[src/rtl/hazard_pkg.sv]
// hazard_pkg: shared types and the rd-match helper for the pipeline hazard controller
package hazard_pkg;

    typedef enum logic [1:0] {
        FWD_NONE  = 2'b00,
        FWD_EXMEM = 2'b01,
        FWD_MEMWB = 2'b10
    } fwd_sel_e;

    typedef enum logic {
        RUN,
        MC_BUSY
    } hz_state_e;

    // x0 is never a real producer, so a write to it can't create a dependency
    function automatic logic rd_hit(input logic wr, input logic [4:0] rd, input logic [4:0] rs);
        return wr && (rd != 5'd0) && (rd == rs);
    endfunction

endpackage

[src/rtl/hazard_ctrl_sat_counter.sv]
// sat_counter: event counter that sticks at all-ones instead of wrapping
module sat_counter #(
    parameter int W = 32
) (
    input  logic         clk,
    input  logic         rst,
    input  logic         inc,
    input  logic         clr,
    output logic [W-1:0] q
);

    always_ff @(posedge clk or posedge rst) begin
        if (rst)
            q <= '0;
        else if (clr)
            q <= '0;
        else if (inc && q != '1)
            q <= q + W'(1);
    end

endmodule

[src/rtl/hazard_ctrl.sv]
// hazard_ctrl: pipeline stall/flush/forwarding control for the 5-stage RV32I core,
// with a multi-cycle EX stall FSM and saturating stall/flush counters
module hazard_ctrl
    import hazard_pkg::*;
#(
    parameter bit FWD_EN    = 1'b0,
    parameter bit WB_BYPASS = 1'b1,
    parameter int LAT_W     = 4,
    parameter int CNT_W     = 32
) (
    input  logic             clk,
    input  logic             rst,
    input  logic             pcsel_exmem,
    input  logic             is_br_exmem,
    input  logic             is_uncbr_exmem,
    input  logic [4:0]       rs1_ifid,
    input  logic [4:0]       rs2_ifid,
    input  logic [4:0]       rs1_idex,
    input  logic [4:0]       rs2_idex,
    input  logic             rdwren_idex,
    input  logic [4:0]       rd_idex,
    input  logic             memrd_idex,
    input  logic             rdwren_exmem,
    input  logic [4:0]       rd_exmem,
    input  logic             memrd_exmem,
    input  logic             rdwren_memwb,
    input  logic [4:0]       rd_memwb,
    input  logic             mc_start_idex,
    input  logic [LAT_W-1:0] mc_lat,
    output logic             pc_wren,
    output logic             wren_ifid,
    output logic             wren_idex,
    output logic             clear_ifid,
    output logic             clear_idex,
    output logic             clear_exmem,
    output fwd_sel_e         fwd_a_sel,
    output fwd_sel_e         fwd_b_sel,
    output logic [CNT_W-1:0] stall_cnt,
    output logic [CNT_W-1:0] flush_cnt
);

    hz_state_e        state, state_nxt;
    logic [LAT_W-1:0] busy, busy_nxt;
    logic             redirect, mc_go, raw;
    logic             hit_idex, hit_exmem, hit_memwb;
    logic             a_ex, a_wb, b_ex, b_wb;

    assign redirect = pcsel_exmem & (is_br_exmem | is_uncbr_exmem);
    assign mc_go    = mc_start_idex && (mc_lat >= LAT_W'(2));

    assign hit_idex  = rd_hit(rdwren_idex, rd_idex, rs1_ifid) | rd_hit(rdwren_idex, rd_idex, rs2_ifid);
    assign hit_exmem = rd_hit(rdwren_exmem, rd_exmem, rs1_ifid) | rd_hit(rdwren_exmem, rd_exmem, rs2_ifid);
    assign hit_memwb = rd_hit(rdwren_memwb, rd_memwb, rs1_ifid) | rd_hit(rdwren_memwb, rd_memwb, rs2_ifid);
    assign raw = FWD_EN ? (memrd_idex & hit_idex)
                        : (hit_idex | hit_exmem | (!WB_BYPASS & hit_memwb));

    // a load in EX/MEM has no data yet, so it falls through to the older MEM/WB producer
    assign a_ex = rd_hit(rdwren_exmem, rd_exmem, rs1_idex) && !memrd_exmem;
    assign b_ex = rd_hit(rdwren_exmem, rd_exmem, rs2_idex) && !memrd_exmem;
    assign a_wb = rd_hit(rdwren_memwb, rd_memwb, rs1_idex);
    assign b_wb = rd_hit(rdwren_memwb, rd_memwb, rs2_idex);
    assign fwd_a_sel = (!FWD_EN || rst) ? FWD_NONE : a_ex ? FWD_EXMEM : a_wb ? FWD_MEMWB : FWD_NONE;
    assign fwd_b_sel = (!FWD_EN || rst) ? FWD_NONE : b_ex ? FWD_EXMEM : b_wb ? FWD_MEMWB : FWD_NONE;

    always_comb begin
        state_nxt   = state;
        busy_nxt    = busy;
        pc_wren     = 1'b1;
        wren_ifid   = 1'b1;
        wren_idex   = 1'b1;
        clear_ifid  = 1'b0;
        clear_idex  = 1'b0;
        clear_exmem = 1'b0;
        if (rst) begin
            state_nxt = RUN;
            busy_nxt  = '0;
        end else if (redirect) begin
            clear_ifid  = 1'b1;
            clear_idex  = 1'b1;
            clear_exmem = 1'b1;
            state_nxt   = RUN;
            busy_nxt    = '0;
        end else if (state == MC_BUSY) begin
            pc_wren     = 1'b0;
            wren_ifid   = 1'b0;
            wren_idex   = 1'b0;
            clear_exmem = 1'b1;
            busy_nxt    = (busy == '0) ? '0 : busy - LAT_W'(1);
            state_nxt   = (busy == '0) ? RUN : MC_BUSY;
        end else if (mc_go) begin
            state_nxt = MC_BUSY;
            busy_nxt  = mc_lat - LAT_W'(2);
        end else if (raw) begin
            pc_wren    = 1'b0;
            wren_ifid  = 1'b0;
            clear_idex = 1'b1;
        end
    end

    always_ff @(posedge clk or posedge rst) begin
        if (rst) begin
            state <= RUN;
            busy  <= '0;
        end else begin
            state <= state_nxt;
            busy  <= busy_nxt;
        end
    end

    sat_counter #(.W(CNT_W)) u_stall_cnt (
        .clk (clk),
        .rst (rst),
        .inc (!pc_wren),
        .clr (1'b0),
        .q   (stall_cnt)
    );

    sat_counter #(.W(CNT_W)) u_flush_cnt (
        .clk (clk),
        .rst (rst),
        .inc (redirect),
        .clr (1'b0),
        .q   (flush_cnt)
    );

endmodule

[config.mk]
export PLATFORM = sky130hd
export DESIGN_NAME = hazard_ctrl
export DESIGN_NICKNAME = d
export VERILOG_FILES = /design/src/rtl/hazard_pkg.sv /design/src/rtl/hazard_ctrl_sat_counter.sv /design/src/rtl/hazard_ctrl.sv
export SDC_FILE = /design/constraint.sdc
export NUM_CORES = 1
export LEC_CHECK = 0
export BUFFER_PORTS_ARGS = -buffer_cell sky130_fd_sc_hd__clkbuf_2
export CORE_ASPECT_RATIO = 1.4
export CORE_MARGIN = 2
export CORE_UTILIZATION = 25
export DETAILED_ROUTE_END_ITERATION = 12
export GPL_TIMING_DRIVEN = 1
export HOLD_SLACK_MARGIN = 0.05
export SETUP_SLACK_MARGIN = 0.4
export SLEW_MARGIN = 20
export SYNTH_ARGS = -nofsm -noshare
export SYNTH_HDL_FRONTEND = slang
export SYNTH_SLANG_ARGS = --single-unit
[constraint.sdc]
create_clock -name clk -period 3.9 [get_ports clk]
set_input_delay 0.195 -clock clk [delete_from_list [all_inputs] [get_ports clk]]
set_output_delay 0.195 -clock clk [all_outputs]
set_load 0.05 [all_outputs]
# Word-level counts from Yosys, hierarchy flattened
# Index checks and enable logic that the tools add are counted.
# classes
reduce_logical	14
bitwise	5
mux	28
magnitude_cmp	1
addsub	4
eq_ne	6
# op_table
cell	count
$add 32x1->32 const B	2
$ne 32x32->1 const B	2
$mux 1	23
$eq 5x5->1	4
$mux 4	5
$reduce_bool 5->1	2
$logic_and 1x1->1	9
$ge 4x2->1 const B	1
$logic_not 4->1	1
$or 1x1->1	4
$reduce_bool 4->1	1
$sub 4x1->4 const B	1
$sub 4x2->4 const B	1
$and 1x1->1	1
$logic_not 1->1	1
# totals
out_inout_bits	74
register_bits	69
word_cells	62

# Depth between registers and ports, before layout
# Gate-level depths: netlist (run 1).
# depth
ltp_word	12
depth_mapped	9

# By module
# Synthesis (run 1) repeated with hierarchy kept, for this count alone.
# unflattened
cells_unflattened	471
area_unflattened_um2	4212.8
# by_module_without_submodules
mod	seq_area_each_um2	n_inst	area_per_inst_um2	cells_per_inst
sat_counter	800.8	2	1740.4	186
hazard_ctrl	125.1	1	732.0	99

# Least setup slack after synthesis (run 1)
# No wires, ideal clock.
# synth_path
kind	input to register
from	input rst
to	register u_stall_cnt.q[11]
setup_time_ns	0.147
t_arrival_ns	3.852
required_ns	3.753
cell_stages	7
path_slack_ns	-0.098
cell_sequence	clkbuf_1 inv_1 nand3_1 a21boi_1 clkbuf_1 nor4_1 xor2_1
# synth_between
elab_chain_cells	3
# synth_rtl
item	line	source
from (decl)	hazard_ctrl.sv:12	input logic rst,
$mux 1	hazard_ctrl.sv:74	if (rst) begin
$logic_not 1->1	hazard_ctrl.sv:113	.inc (!pc_wren),
$logic_and 1x1->1	hazard_ctrl_sat_counter.sv:17	else if (inc && q != '1)
to (signal assigned)	hazard_ctrl_sat_counter.sv:18	q <= q + W'(1);
to (decl)	hazard_ctrl_sat_counter.sv:9	output logic [W-1:0] q
# No other way between the ends.
# A chain may end at the register's enable or synchronous reset.

# Worst setup path in the final report (run 1)
# layout_path
from	register u_flush_cnt.q[0]
to	register u_flush_cnt.q[17]
# layout_between
elab_chain_cells	2
elab_cells_between_ends	3
cone_classes	add/sub (1); eq/ne (1); reduce/logical (1)
# layout_rtl
item	line
from (decl)	hazard_ctrl_sat_counter.sv:9
from (signal assigned)	hazard_ctrl_sat_counter.sv:18
parallel branches: the longest is 2 deep, another holds $add 32x1->32	-
# Several ways; the timed one is not identified.

==> out/metrics.cfg, run 1 <==
[floorplan]
fp.dieH_um=149
io_pins=124
die_area_mm2=0.0161
coreArea_mm2=0.0149
dieWidth_um=108
std_cell_rows=53
initial_utilization_pct=25.3

[critical_path]
rrSetupSlack_ns=1.28
crit_fanout=10
crit_path_end_kind=flip-flop
arrival_ns=2.86
crit_slowest_cell=dfrtp_1
r2r_end=u_flush_cnt.q[17]
cp_slowest_stage_delay_ns=0.44
crit_top_cell=nand4_1
critical-path-top-delay-family=simple AND/OR/NAND/NOR gates
cp_num_buf_inv=0
crit_chain=ha_1 -> nand3_1 -> or3_4 -> nor4_2 -> nand4_1 -> and2_1 -> nand4_1 -> xnor2_1
start_kind=flip-flop
crit_required_ns=4.14
r2r_cells=8
r2r_start=u_flush_cnt.q[0]
worstSetupPathType=flip-flop to flip-flop

[logic_synthesis]
postSynthCellCount=387
async_flop_share_pct=100
synth-xor-area-share_pct=19.0
ys.flop_type=dfrtp_1
synth_top_family_by_area=simple AND/OR/NAND/NOR gates
yosys.cell_types.count=46
synthMuxAreaShare_pct=0.298
yosysMostFrequentCell=dfrtp_1
synth_top_cell_by_area=dfrtp_1
synth_seq_area_share_pct=45.7
yosysWarnings=0
netlist_top_cells_count=dfrtp_1 (69), xor2_1 (56), nand2_1 (36)
ys_ff_latch=69
syn_area_mm2=0.00377
synth-adder-area-share_pct=1.66
synth-simple-area-share_pct=25.4
synth_enable_flop_cells=0
synth_compound_area_share_pct=4.14
synth.avg_cell_area_um2=9.75
synthTopCellsByArea=dfrtp_1 (46%), xor2_1 (13%), xnor2_1 (6.0%), nand2_1 (3.6%), nor3_1 (3.3%)
synth_top_cell_area_share_pct=45.7

[clocking]
root_buffer=clkbuf_16
cts_hold_buffers=0
cts_resized=0
clk_pin_slew_worst_paths_ns=0.06
cts_setup_buffers=0
htree_levels=3
cts.sinks=69
clockBufferDepth=2
cts_buffers=9
tritoncts=done
clk-insertion-delay-late_ns=0.33

[grt]
track_usage_pct=12.0
grt_max_degree=70
grt_pass1_wl_um=15400
antenna_found_initial=0
grt_overflow=0
grt_pass1_vias=3223

[sta]
finalCritPeriodShare_pct=67.1
clock_skew_ns=0.0110
final-setup-viol-count=0
rsz0062_at_grt=no
tightest_slew_ns=0.881
period_minus_slack_ns=2.62
slew_headroom_pct=40.7
drv_slew=0
finalHoldViolations=0
worst_hold_slack_ns=0.216
fmax_mhz=382
fin_ws_ns=1.28
tns_ns=0

[finish]
drive_above_1_share_pct=26.9
syn2layout_area_growth_pct=26.8
fin_area_mm2=0.00479
nFillCells=1569
diodes=0
nets=541

[drt]
drt_iter0_markers=162
antenna_left=0
firstDrtPassIters=4
vias=3215
drc=0
wl_per_cell_um=13.7
viasPerCell=4.71
drt-total-wl_um=9380

[hold_path]
whs_path_depth=2
hold_path.class=primary input to flip-flop
whs_endpoint=state
min_from=rst

[power_and_ir_drop]
power_density_mw_per_mm2=465
p_leak_nw=2.39
irDropWorstVdd_mv=0.208

[place]
pre_cts_ws_ns=1.28
place_congestion=0.848
hpwl_um=6900
post_dp_cell_area_mm2=0.00446
io_buffers=101

[job]
maxCapViolCount=0

[run_status]
status=complete, no violations

## routing by layer
metal,vias up,share of wire (%),GRT usage [%],wire [um]
met1,1584,41,13.5,3890
met5,-,0,0,0
met3,8,3.7,2.93,344
met2,80,54,21.7,5060
li1,1543,-,-,-
met4,0,0.98,4.23,92
## registers in the layout, summed over array words and instances (netlist names)
signal and count:
busy 4, u_stall_cnt.q 32, u_flush_cnt.q 32, state 1
## cell type report
class / count / area, um^2 / area share [%]
clock inverter: 6 / 95.1 / 1.99
timing repair buffer: 104 / 528 / 11.0
tap: 192 / 240 / 5.02
clock buffer: 10 / 229 / 4.78
multi-input combinational: 293 / 1930 / 40.3
inverter: 9 / 37.5 / 0.784
sequential: 69 / 1730 / 36.1
## worst max-delay path by stage
stage,start,cells past startpoint,endpoint,slack [ns]
6_report,u_flush_cnt.q[0],8,u_flush_cnt.q[17],1.28
5_1_grt,u_flush_cnt.q[0],8,u_flush_cnt.q[11],1.13
4_1_cts,u_flush_cnt.q[0],8,u_flush_cnt.q[17],1.26
3_5_place_dp,u_flush_cnt.q[0],8,u_flush_cnt.q[17],1.28
3_3_place_gp,u_flush_cnt.q[0],8,u_flush_cnt.q[17],1.34
2_1_floorplan,rst,6,wren_ifid,0.53
## cells by family (layout without fill, tap and decap cells)
logic type / after synthesis / after routing
buffers and inverters: 28 / 129
adder cells (fa/ha/maj): 5 / 5
multiplexers: 1 / 1
XOR/XNOR: 82 / 82
AO/OA/AOI/OAI: 24 / 24
other: 1 / 4
AND/OR/NAND/NOR: 177 / 177
flip-flops: 69 / 69
## layout by cell type (no fill, tap or decap), types with 2 or more instances in the layout
master	synthesis	routed
nand2b_1	2	2
a21oi_1	6	6
xor2_1	56	56
a22oi_1	2	2
or3_1	2	2
nor3b_1	2	2
inv_1	9	8
and2_1	3	3
nand4_1	17	17
dfrtp_1	69	69
nor3_1	25	25
a22o_1	2	2
clkbuf_2	0	101
buf_4	5	3
o22ai_1	2	2
conb_1	1	4
bufinv_16	0	2
nand2_1	36	36
clkinv_4	0	3
ha_1	5	5
nor4_1	13	13
or4_4	2	2
or4_1	2	2
xnor2_1	26	26
and4_1	6	6
nor2_1	25	25
and3_1	10	10
o21ai_0	5	5
clkbuf_16	0	9
nand3_1	24	23
## metrics by stage
| stage | instances | power (W) | util, % |
|---|---|---|---|
| floorplan | 390 | 0.00121 | - |
| global placement | 667 | 0.00134 | 29.9 |
| detailed placement | 667 | 0.00135 | 29.9 |
| CTS | 683 | 0.00226 | 32.1 |
| global route | 683 | 0.00233 | 32.1 |
| finish | 683 | 0.00223 | 32.1 |
## power by group
part           switching (W)  internal, W
Sequential         0.0000832     0.000775
Combinational       0.000345     0.000126
Clock               0.000331     0.000566
Total               0.000759      0.00147
Note: power is estimated with default switching activity, not from simulation.
==> inputs of run 2 (changes only) <==
==> constraint.sdc (replaced) <==
create_clock -name clk -period 2.28 [get_ports clk]
set_input_delay 0.114 -clock clk [delete_from_list [all_inputs] [get_ports clk]]
set_output_delay 0.114 -clock clk [all_outputs]
set_load 0.05 [all_outputs]
==> out/metrics.cfg, run 2 (synthesis results as in run 1) <==
[run_status]
status=complete, no violations

[drt]
wl_per_cell_um=15.0
wl_met2_um=6210
antenna_left=0
vias=3587
viasPerCell=4.78
wl_met3_um=426
drt_iter0_markers=142
drt-total-wl_um=11300
drc=0
firstDrtPassIters=4
top_layer=met4
wl_met1_um=4400

[place]
hpwl_um=7420
post_dp_cell_area_mm2=0.00481
pre_cts_ws_ns=-0.0875
place_inst=701
place_congestion=0.826
io_buffers=101

[finish]
fin_util_pct=41.3
drive_above_1_share_pct=52.1
reg.largest.list=u_flush_cnt.q x32, u_stall_cnt.q x32, busy x4
diodes=0
nFillCells=1427
fin_cells=751
layout_common_cells=clkbuf_2 (98), dfrtp_1 (64), xor2_1 (56)
fin_area_mm2=0.00616
nets=609
syn2layout_area_growth_pct=63.2
mostFrequentLayoutCell=clkbuf_2

[power_and_ir_drop]
irDropWorstVdd_mv=0.821
power_density_mw_per_mm2=690
p_leak_nw=3.06

[sta]
finalHoldViolations=0
drv_slew=0
period_minus_slack_ns=2.04
tns_ns=0
tightest_slew_ns=0.916
final-setup-viol-count=0
fin_ws_ns=0.240
clock_skew_ns=0.00567
fmax_mhz=490
finalCritPeriodShare_pct=89.5
slew_headroom_pct=38.9
rsz0062_at_grt=yes

[clocking]
root_buffer=clkbuf_16
cts_buffers=9
htree_levels=3
clk_pin_slew_worst_paths_ns=0.06
cts_hold_buffers=0
clk-insertion-delay-late_ns=0.33
cts.sinks=69
tritoncts=done
clockBufferDepth=2

[critical_path]
crit_chain=and3_4 -> nand2_2 -> or4_4 -> nor3_4 -> buf_12 -> buf_12 -> nor3b_4 -> xor2_1
crit_fanout=7
critical-path-top-delay-family=simple AND/OR/NAND/NOR gates
start_kind=flip-flop
cp_num_buf_inv=2
cp_slowest_stage_delay_ns=0.55
crit_path_end_kind=flip-flop
arrival_ns=2.24
worstSetupPathType=flip-flop to flip-flop
crit_top_cell=buf_12
crit_required_ns=2.48
crit_slowest_cell=or4_4

[floorplan]
std_cell_rows=53
dieWidth_um=108
fp.dieH_um=149
io_pins=124
coreArea_mm2=0.0149
initial_utilization_pct=25.3
die_area_mm2=0.0161

[job]
maxCapViolCount=0

[grt]
grt_overflow=0
antenna_found_initial=0
grt_max_degree=70
grt_pass1_vias=3512
grt_pass1_wl_um=17000
track_usage_pct=13.2

[hold_path]
hold_path.class=primary input to flip-flop

## run 2: cell count changes in the layout (fill, tap and decap cells not counted), sizes merged
cell      change
clkbuf        -4
clkinvlp      +2
and2          +1
buf          +70
bufinv        +1
clkinv        -2
## run 2: worst paths after layout
kind                                   start                 to  slack [ns]  cells after the start
setup / recovery           u_stall_cnt.q[16]   u_stall_cnt.q[2]        0.24                      8
hold / removal                     mc_lat[0]            busy[0]        0.12                      4
setup reg to reg           u_stall_cnt.q[16]   u_stall_cnt.q[2]        0.24                      8
hold reg to reg            u_flush_cnt.q[22]  u_flush_cnt.q[22]        0.49                      1
max in group asynchronous                rst  u_stall_cnt.q[19]        1.35                      3
min in group asynchronous                rst            busy[1]        0.24                      3
## run 2: worst min-delay path: stages
cell and delay (ns):
clkbuf_2 0.08, nand2_1 0.04, o21ai_0 0.06, a22o_1 0.12
## run 2: report_power, final
group / internal [W] / leakage [nW] / switching [W] / total, W
Sequential: 0.00133 / 0.935 / 0.000100 / 0.00143
Combinational: 0.000420 / 1.96 / 0.000760 / 0.00118
Clock: 0.00107 / 0.162 / 0.000566 / 0.00164
Total: 0.00282 / 3.06 / 0.00143 / 0.00425
## run 2: what timing repair did
item                       in CTS  in global routing
gates cloned                    0                  1
resized for setup              45                108
buffers inserted               20                 13
setup endpoints to repair      64                 67
pin swaps                      31                 58
hold endpoints to repair        0                  0
## run 2: area by class of cell
cell class              count  area [um^2]  area share, %
clock buffers               9          225           3.66
clock inverters             7          123           1.99
inverters                   9         37.5          0.609
multi-input cells         294         2600           42.2
flip-flops and latches     69         1730           28.1
well taps                 192          240           3.90
repair buffers            171         1200           19.5
## run 2: metal layers
| layer | GRT usage (%) | vias up |
|---|---|---|
| met5 | 0 | - |
| met4 | 4.74 | 0 |
| met3 | 2.97 | 20 |
| met2 | 23.8 | 97 |
| met1 | 14.9 | 1790 |
| li1 | - | 1680 |
## run 2: through the flow
stage / hold slack [ns] / total power [W]
after floorplan: 0.318 / 0.00209
after global placement: 0.463 / 0.00240
after CTS: 0.111 / 0.00418
after detailed placement: 0.464 / 0.00243
after global routing: 0.138 / 0.00444
final: 0.117 / 0.00425
